--- config.mk ---
export PLATFORM = sky130hd
export DESIGN_NAME = imm_encoder
export DESIGN_NICKNAME = d
export VERILOG_FILES = /design/src/rtl/imm_encoder.sv
export SDC_FILE = /design/constraint.sdc
export NUM_CORES = 1
export LEC_CHECK = 0
export ABC_AREA = 0
export CAP_MARGIN = 20
export CORE_MARGIN = 5
export CORE_UTILIZATION = 40
export CTS_CLUSTER_DIAMETER = 50
export CTS_CLUSTER_SIZE = 25
export DETAILED_ROUTE_END_ITERATION = 16
export PLACE_DENSITY = 0.66
export SYNTH_ARGS = -nofsm -noshare
export SYNTH_HDL_FRONTEND = slang
export SYNTH_SLANG_ARGS = --single-unit
--- constraint.sdc ---
create_clock -name clk -period 3.1 [get_ports clk]
set_input_delay 0.62 -clock clk [delete_from_list [all_inputs] [get_ports clk]]
set_output_delay 0.62 -clock clk [all_outputs]
set_load 0.02 [all_outputs]
--- src/rtl/imm_encoder.sv ---
// rtl/imm_encoder.sv - RV32I instruction assembler: range-checks an immediate and packs it into an instruction word.
// Optional IMM_ENC_STATS_EN adds saturating handshake/error counters (stat_count, stat_err).
module imm_encoder #(
    parameter int STAT_W = 16
) (
    input  logic        clk,
    input  logic        rst,
    input  logic        in_valid,
    output logic        in_ready,
    input  logic [2:0]  in_fmt,
    input  logic [6:0]  in_opcode,
    input  logic [4:0]  in_rd,
    input  logic [4:0]  in_rs1,
    input  logic [4:0]  in_rs2,
    input  logic [2:0]  in_funct3,
    input  logic [6:0]  in_funct7,
    input  logic [31:0] in_imm,
    output logic        out_valid,
    input  logic        out_ready,
    output logic [31:0] out_instr,
    output logic        out_err
`ifdef IMM_ENC_STATS_EN
    ,
    output logic [STAT_W-1:0] stat_count,
    output logic [STAT_W-1:0] stat_err
`endif
);

    localparam logic [2:0] FMT_R = 3'd0;
    localparam logic [2:0] FMT_I = 3'd1;
    localparam logic [2:0] FMT_S = 3'd2;
    localparam logic [2:0] FMT_B = 3'd3;
    localparam logic [2:0] FMT_U = 3'd4;
    localparam logic [2:0] FMT_J = 3'd5;

    logic        r_s1_valid;
    logic [2:0]  r_s1_fmt;
    logic [6:0]  r_s1_opcode;
    logic [4:0]  r_s1_rd;
    logic [4:0]  r_s1_rs1;
    logic [4:0]  r_s1_rs2;
    logic [2:0]  r_s1_funct3;
    logic [6:0]  r_s1_funct7;
    logic [31:0] r_s1_imm;
    logic        r_s1_err;

    logic        r_s2_valid;
    logic [31:0] r_s2_instr;
    logic        r_s2_err;

    logic        w_s1_load;
    logic        w_s2_load;
    logic        w_range_err;
    logic [31:0] w_instr;

    assign in_ready  = !r_s1_valid || !r_s2_valid || out_ready;
    assign w_s1_load = in_valid && in_ready;
    assign w_s2_load = r_s1_valid && (!r_s2_valid || out_ready);
    assign out_valid = r_s2_valid;
    assign out_instr = r_s2_instr;
    assign out_err   = r_s2_err;

    // Representability: the bits above the format's sign bit must all match it.
    always_comb begin
        w_range_err = 1'b0;
        case (in_fmt)
            FMT_R:        w_range_err = 1'b0;
            FMT_I, FMT_S: w_range_err = (in_imm[31:11] != {21{in_imm[11]}});
            FMT_B:        w_range_err = (in_imm[31:12] != {20{in_imm[12]}}) || in_imm[0];
            FMT_U:        w_range_err = (in_imm[11:0] != 12'd0);
            FMT_J:        w_range_err = (in_imm[31:20] != {12{in_imm[20]}}) || in_imm[0];
            default:      w_range_err = 1'b1;
        endcase
    end

    always_comb begin
        w_instr = 32'h0000_0013;
        case (r_s1_fmt)
            FMT_R: w_instr = {r_s1_funct7, r_s1_rs2, r_s1_rs1, r_s1_funct3, r_s1_rd, r_s1_opcode};
            FMT_I: w_instr = {r_s1_imm[11:0], r_s1_rs1, r_s1_funct3, r_s1_rd, r_s1_opcode};
            FMT_S: w_instr = {r_s1_imm[11:5], r_s1_rs2, r_s1_rs1, r_s1_funct3,
                              r_s1_imm[4:0], r_s1_opcode};
            FMT_B: w_instr = {r_s1_imm[12], r_s1_imm[10:5], r_s1_rs2, r_s1_rs1, r_s1_funct3,
                              r_s1_imm[4:1], r_s1_imm[11], r_s1_opcode};
            FMT_U: w_instr = {r_s1_imm[31:12], r_s1_rd, r_s1_opcode};
            FMT_J: w_instr = {r_s1_imm[20], r_s1_imm[10:1], r_s1_imm[11], r_s1_imm[19:12],
                              r_s1_rd, r_s1_opcode};
            default: w_instr = 32'h0000_0013;
        endcase
    end

    always_ff @(posedge clk or posedge rst) begin
        if (rst) begin
            r_s1_valid  <= 1'b0;
            r_s1_fmt    <= 3'd0;
            r_s1_opcode <= 7'd0;
            r_s1_rd     <= 5'd0;
            r_s1_rs1    <= 5'd0;
            r_s1_rs2    <= 5'd0;
            r_s1_funct3 <= 3'd0;
            r_s1_funct7 <= 7'd0;
            r_s1_imm    <= 32'd0;
            r_s1_err    <= 1'b0;
        end else if (w_s1_load) begin
            r_s1_valid  <= 1'b1;
            r_s1_fmt    <= in_fmt;
            r_s1_opcode <= in_opcode;
            r_s1_rd     <= in_rd;
            r_s1_rs1    <= in_rs1;
            r_s1_rs2    <= in_rs2;
            r_s1_funct3 <= in_funct3;
            r_s1_funct7 <= in_funct7;
            r_s1_imm    <= in_imm;
            r_s1_err    <= w_range_err;
        end else if (w_s2_load) begin
            r_s1_valid  <= 1'b0;
        end
    end

    always_ff @(posedge clk or posedge rst) begin
        if (rst) begin
            r_s2_valid <= 1'b0;
            r_s2_instr <= 32'd0;
            r_s2_err   <= 1'b0;
        end else if (w_s2_load) begin
            r_s2_valid <= 1'b1;
            r_s2_instr <= w_instr;
            r_s2_err   <= r_s1_err;
        end else if (out_ready) begin
            r_s2_valid <= 1'b0;
        end
    end

`ifdef IMM_ENC_STATS_EN
    logic [STAT_W-1:0] r_stat_count;
    logic [STAT_W-1:0] r_stat_err;
    logic              w_out_fire;

    assign w_out_fire = r_s2_valid && out_ready;
    assign stat_count = r_stat_count;
    assign stat_err   = r_stat_err;

    always_ff @(posedge clk or posedge rst) begin
        if (rst) begin
            r_stat_count <= '0;
            r_stat_err   <= '0;
        end else if (w_out_fire) begin
            if (r_stat_count != '1) r_stat_count <= r_stat_count + 1'b1;
            if (r_s2_err && (r_stat_err != '1)) r_stat_err <= r_stat_err + 1'b1;
        end
    end
`else
    logic [STAT_W-1:0] w_unused_stat;
    assign w_unused_stat = '0;
`endif

endmodule

==> out/qor.yml <==
sta:
  worst_pin_slew_ps: 729
  period_needed_ps: 2570
  rsz0062_at_grt: "no"
  finalClockSkew_ps: 8.55
  slew_violations: 0
  tns_ps: 0
  min_period_over_period_pct: 82.8
  setup_viol: 0
  relSlewSlack_pct: 51.3
  clock.fmax_ghz: 0.390
  hold_viol: 0
finish:
  fin_area_um2: 6030
  fillCellCount: 1010
  post-route-util_pct: 55.1
  layout.nets: 544
  diodes: 0
  drive_gt1_share_pct: 20.6
  syn_to_final_growth_pct: 33.7
floorplanning:
  die-area_um2: 13500
  row_count: 38
  num_io_pins: 106
  die_w_um: 116
  fp.dieH_um: 116
  initial_core_util_pct: 41.2
  core_area_um2: 10900
power_and_ir_drop:
  power.leakage_nw: 2.45
  p_sw_share_pct: 28.3
  power.share.clock_pct: 28.9
  cellPowerDensity_nw_per_um2: 638
  p_int_w: 0.00275
  vdd_drop_max_uv: 285
  seq_power_share_pct: 45.2
  switchingPower_w: 0.00109
  p_comb_share_pct: 26.0
place:
  placed_area_um2: 5740
  gp_congestion: 0.740
  place_hpwl_mm: 7.94
  io_buffers: 105
worst_hold_path:
  hp-class: "register to register"
  holdPathStages: 2
worst_setup_path:
  reg2regPathDepth: 4
  worstSetupPathType: "input port to output port"
  cp.required_ps: 2480
  endpoint_kind: "output port"
  cp_max_fo: 4
  start_kind: "input port"
  crit_arrival_ps: 1950
global_routing:
  grt_pass1_wl_mm: 17.4
  track_usage_pct: 16.6
  antenna_found_initial: 0
  grt_pass1_vias: 3448
  grt_overflow: 0
  grt_max_degree: 44
clocking:
  cts_hold_buffers: 0
  cts_buffer_depth: 2
  numClockSinks: 103
  cts_resized: 0
  post-cts-setup-buffers: 0
  htree_levels: 3
  clk_pin_slew_worst_paths_ps: 60
  cts_tree: "built"
  cts_buffers: 9
  cts_root_buf: "clkbuf_16"
  insertion_delay_ps: 330
routing:
  routedWlPerCell_um: 17.4
  ant_nets: 0
  vias: 3259
  dr.pass1.iters: 4
  via_per_inst: 5.29
  drt-initial-drc-count: 145
  routed_wl_mm: 10.7
  drc: 0
logic_synthesis:
  syn_nets: 440
  synth_area_per_cell_um2: 12.2
  synth_area_um2: 4510
  ys_seq_area_share_pct: 57.2
  synth_enable_flop_cells: 0
  synth_cells: 369
  synthArstFlopShare_pct: 100
  synth_seq_cells: 103
  synth_ff_type: "dfrtp_1"
  yosysWarningCount: 0
  synth_cell_types: 42
outcome:
  status: "complete, no violations"
job:
  drv_cap: 0
cell usage after synthesis (2+ instances only):
| master | n | area share [%] |
|---|---|---|
| o221ai_1 | 8 | 1.6 |
| a21oi_1 | 14 | 1.6 |
| inv_1 | 10 | 0.83 |
| nor2_1 | 9 | 0.75 |
| nor3_1 | 3 | 0.33 |
| buf_1 | 2 | 0.17 |
| o22a_1 | 3 | 0.58 |
| or4_1 | 2 | 0.33 |
| nand3_1 | 2 | 0.22 |
| nor3b_1 | 4 | 0.67 |
| buf_2 | 9 | 1.0 |
| o211ai_1 | 2 | 0.33 |
| nand2_1 | 37 | 3.1 |
| a22o_1 | 4 | 0.78 |
| clkbuf_1 | 9 | 0.75 |
| o21a_1 | 8 | 1.3 |
| or4_4 | 2 | 0.50 |
| o21ai_1 | 16 | 1.8 |
| nor4_1 | 5 | 0.69 |
| nor2b_1 | 2 | 0.28 |
| mux2i_1 | 2 | 0.44 |
| mux2_2 | 69 | 17 |
| a22oi_1 | 11 | 1.8 |
| dfrtp_1 | 103 | 57 |
| mux2_1 | 4 | 1.0 |
| o21ai_0 | 7 | 0.78 |
| nand2b_1 | 3 | 0.42 |
| xor2_1 | 2 | 0.39 |
| nand4_1 | 4 | 0.56 |
power by group through the flow:
stage	logic, W	clock network (W)	registers (W)
floorplan	0.000454	0	0.00185
global placement	0.000991	0	0.00175
detailed placement	0.00101	0	0.00176
CTS	0.00102	0.00113	0.00174
global route	0.00109	0.00118	0.00177
finish	0.000998	0.00111	0.00174
stage by stage:
stage / setup WS (ps) / std cells / power [W] / hold slack (ps)
finish: 534 / 616 / 0.00384 / 472
global route: 506 / 616 / 0.00404 / 506
CTS: 538 / 616 / 0.00389 / 482
detailed placement: 547 / 602 / 0.00277 / 466
global placement: 597 / 602 / 0.00274 / 461
floorplan: 1110 / 369 / 0.00230 / 440
cell type report:
cell class / instances / area [um2] / share of cell area, %
clock buffer: 11 / 243 / 4.03
sequential: 103 / 2580 / 42.8
tap: 140 / 175 / 2.91
multi-input combinational: 234 / 1780 / 29.6
inverter: 11 / 45.0 / 0.748
clock inverter: 3 / 45.0 / 0.748
timing repair buffer: 114 / 1160 / 19.2
placed cells by master (no fill, tap or decap), types with 7 or more instances in the layout:
cell,count
o21a_1,8
dfrtp_1,103
o21ai_1,16
nor2_1,9
clkdlybuf4s50_1,105
inv_1,9
mux2_2,69
o221ai_1,8
a21oi_1,14
nand2_1,36
clkbuf_16,9
a22oi_1,11
o21ai_0,7
routing by layer:
metal / up-vias / share of wire [%] / track usage (%)
li1: 1546 / - / -
met4: 0 / 1.6 / 5.03
met3: 14 / 4.7 / 3.32
met5: - / 0 / 0
met2: 76 / 49 / 27.7
met1: 1623 / 45 / 22.1
final timing paths:
| path | startpoint | to | slack, ps |
|---|---|---|---|
| max | out_ready | in_ready | 530 |
| min | out_err$_DFFE_PP0P_ | out_err$_DFFE_PP0P_ | 470 |
| max reg2reg | r_s1_fmt[2]$_DFFE_PP0P_ | out_instr[1]$_DFFE_PP0P_ | 1280 |
| min reg2reg | out_err$_DFFE_PP0P_ | out_err$_DFFE_PP0P_ | 470 |
| max in group asynchronous | rst | r_s1_imm[29]$_DFFE_PP0P_ | 1710 |
| min in group asynchronous | rst | out_instr[8]$_DFFE_PP0P_ | 750 |
cell families (layout without fill, tap and decap cells):
group | count (synthesis) | in the layout | synth area share, %
compound gates | 77 | 77 | 11.3
xor+xnor | 2 | 2 | 0.389
buf+inv | 32 | 139 | 3.28
flops | 103 | 103 | 57.2
mux | 75 | 75 | 18.7
simple gates | 80 | 80 | 9.19
flip-flops by register name (all words and copies together), names as in the netlist:
| name | flops |
|---|---|
| r_s1_opcode | 7 |
| r_s1_rs2 | 5 |
| r_s1_funct3 | 3 |
| r_s1_rd | 5 |
| out_valid | 1 |
| r_s1_fmt | 3 |
| r_s1_funct7 | 7 |
| r_s1_err | 1 |
| r_s1_imm | 32 |
| r_s1_rs1 | 5 |
| out_err | 1 |
| out_instr | 32 |
| r_s1_valid | 1 |
critical path: stages:
cell	delay, ps
clkdlybuf4s50_1	470
nand3b_1	210
clkdlybuf4s50_1	650
(Power assumes the default switching activity.)
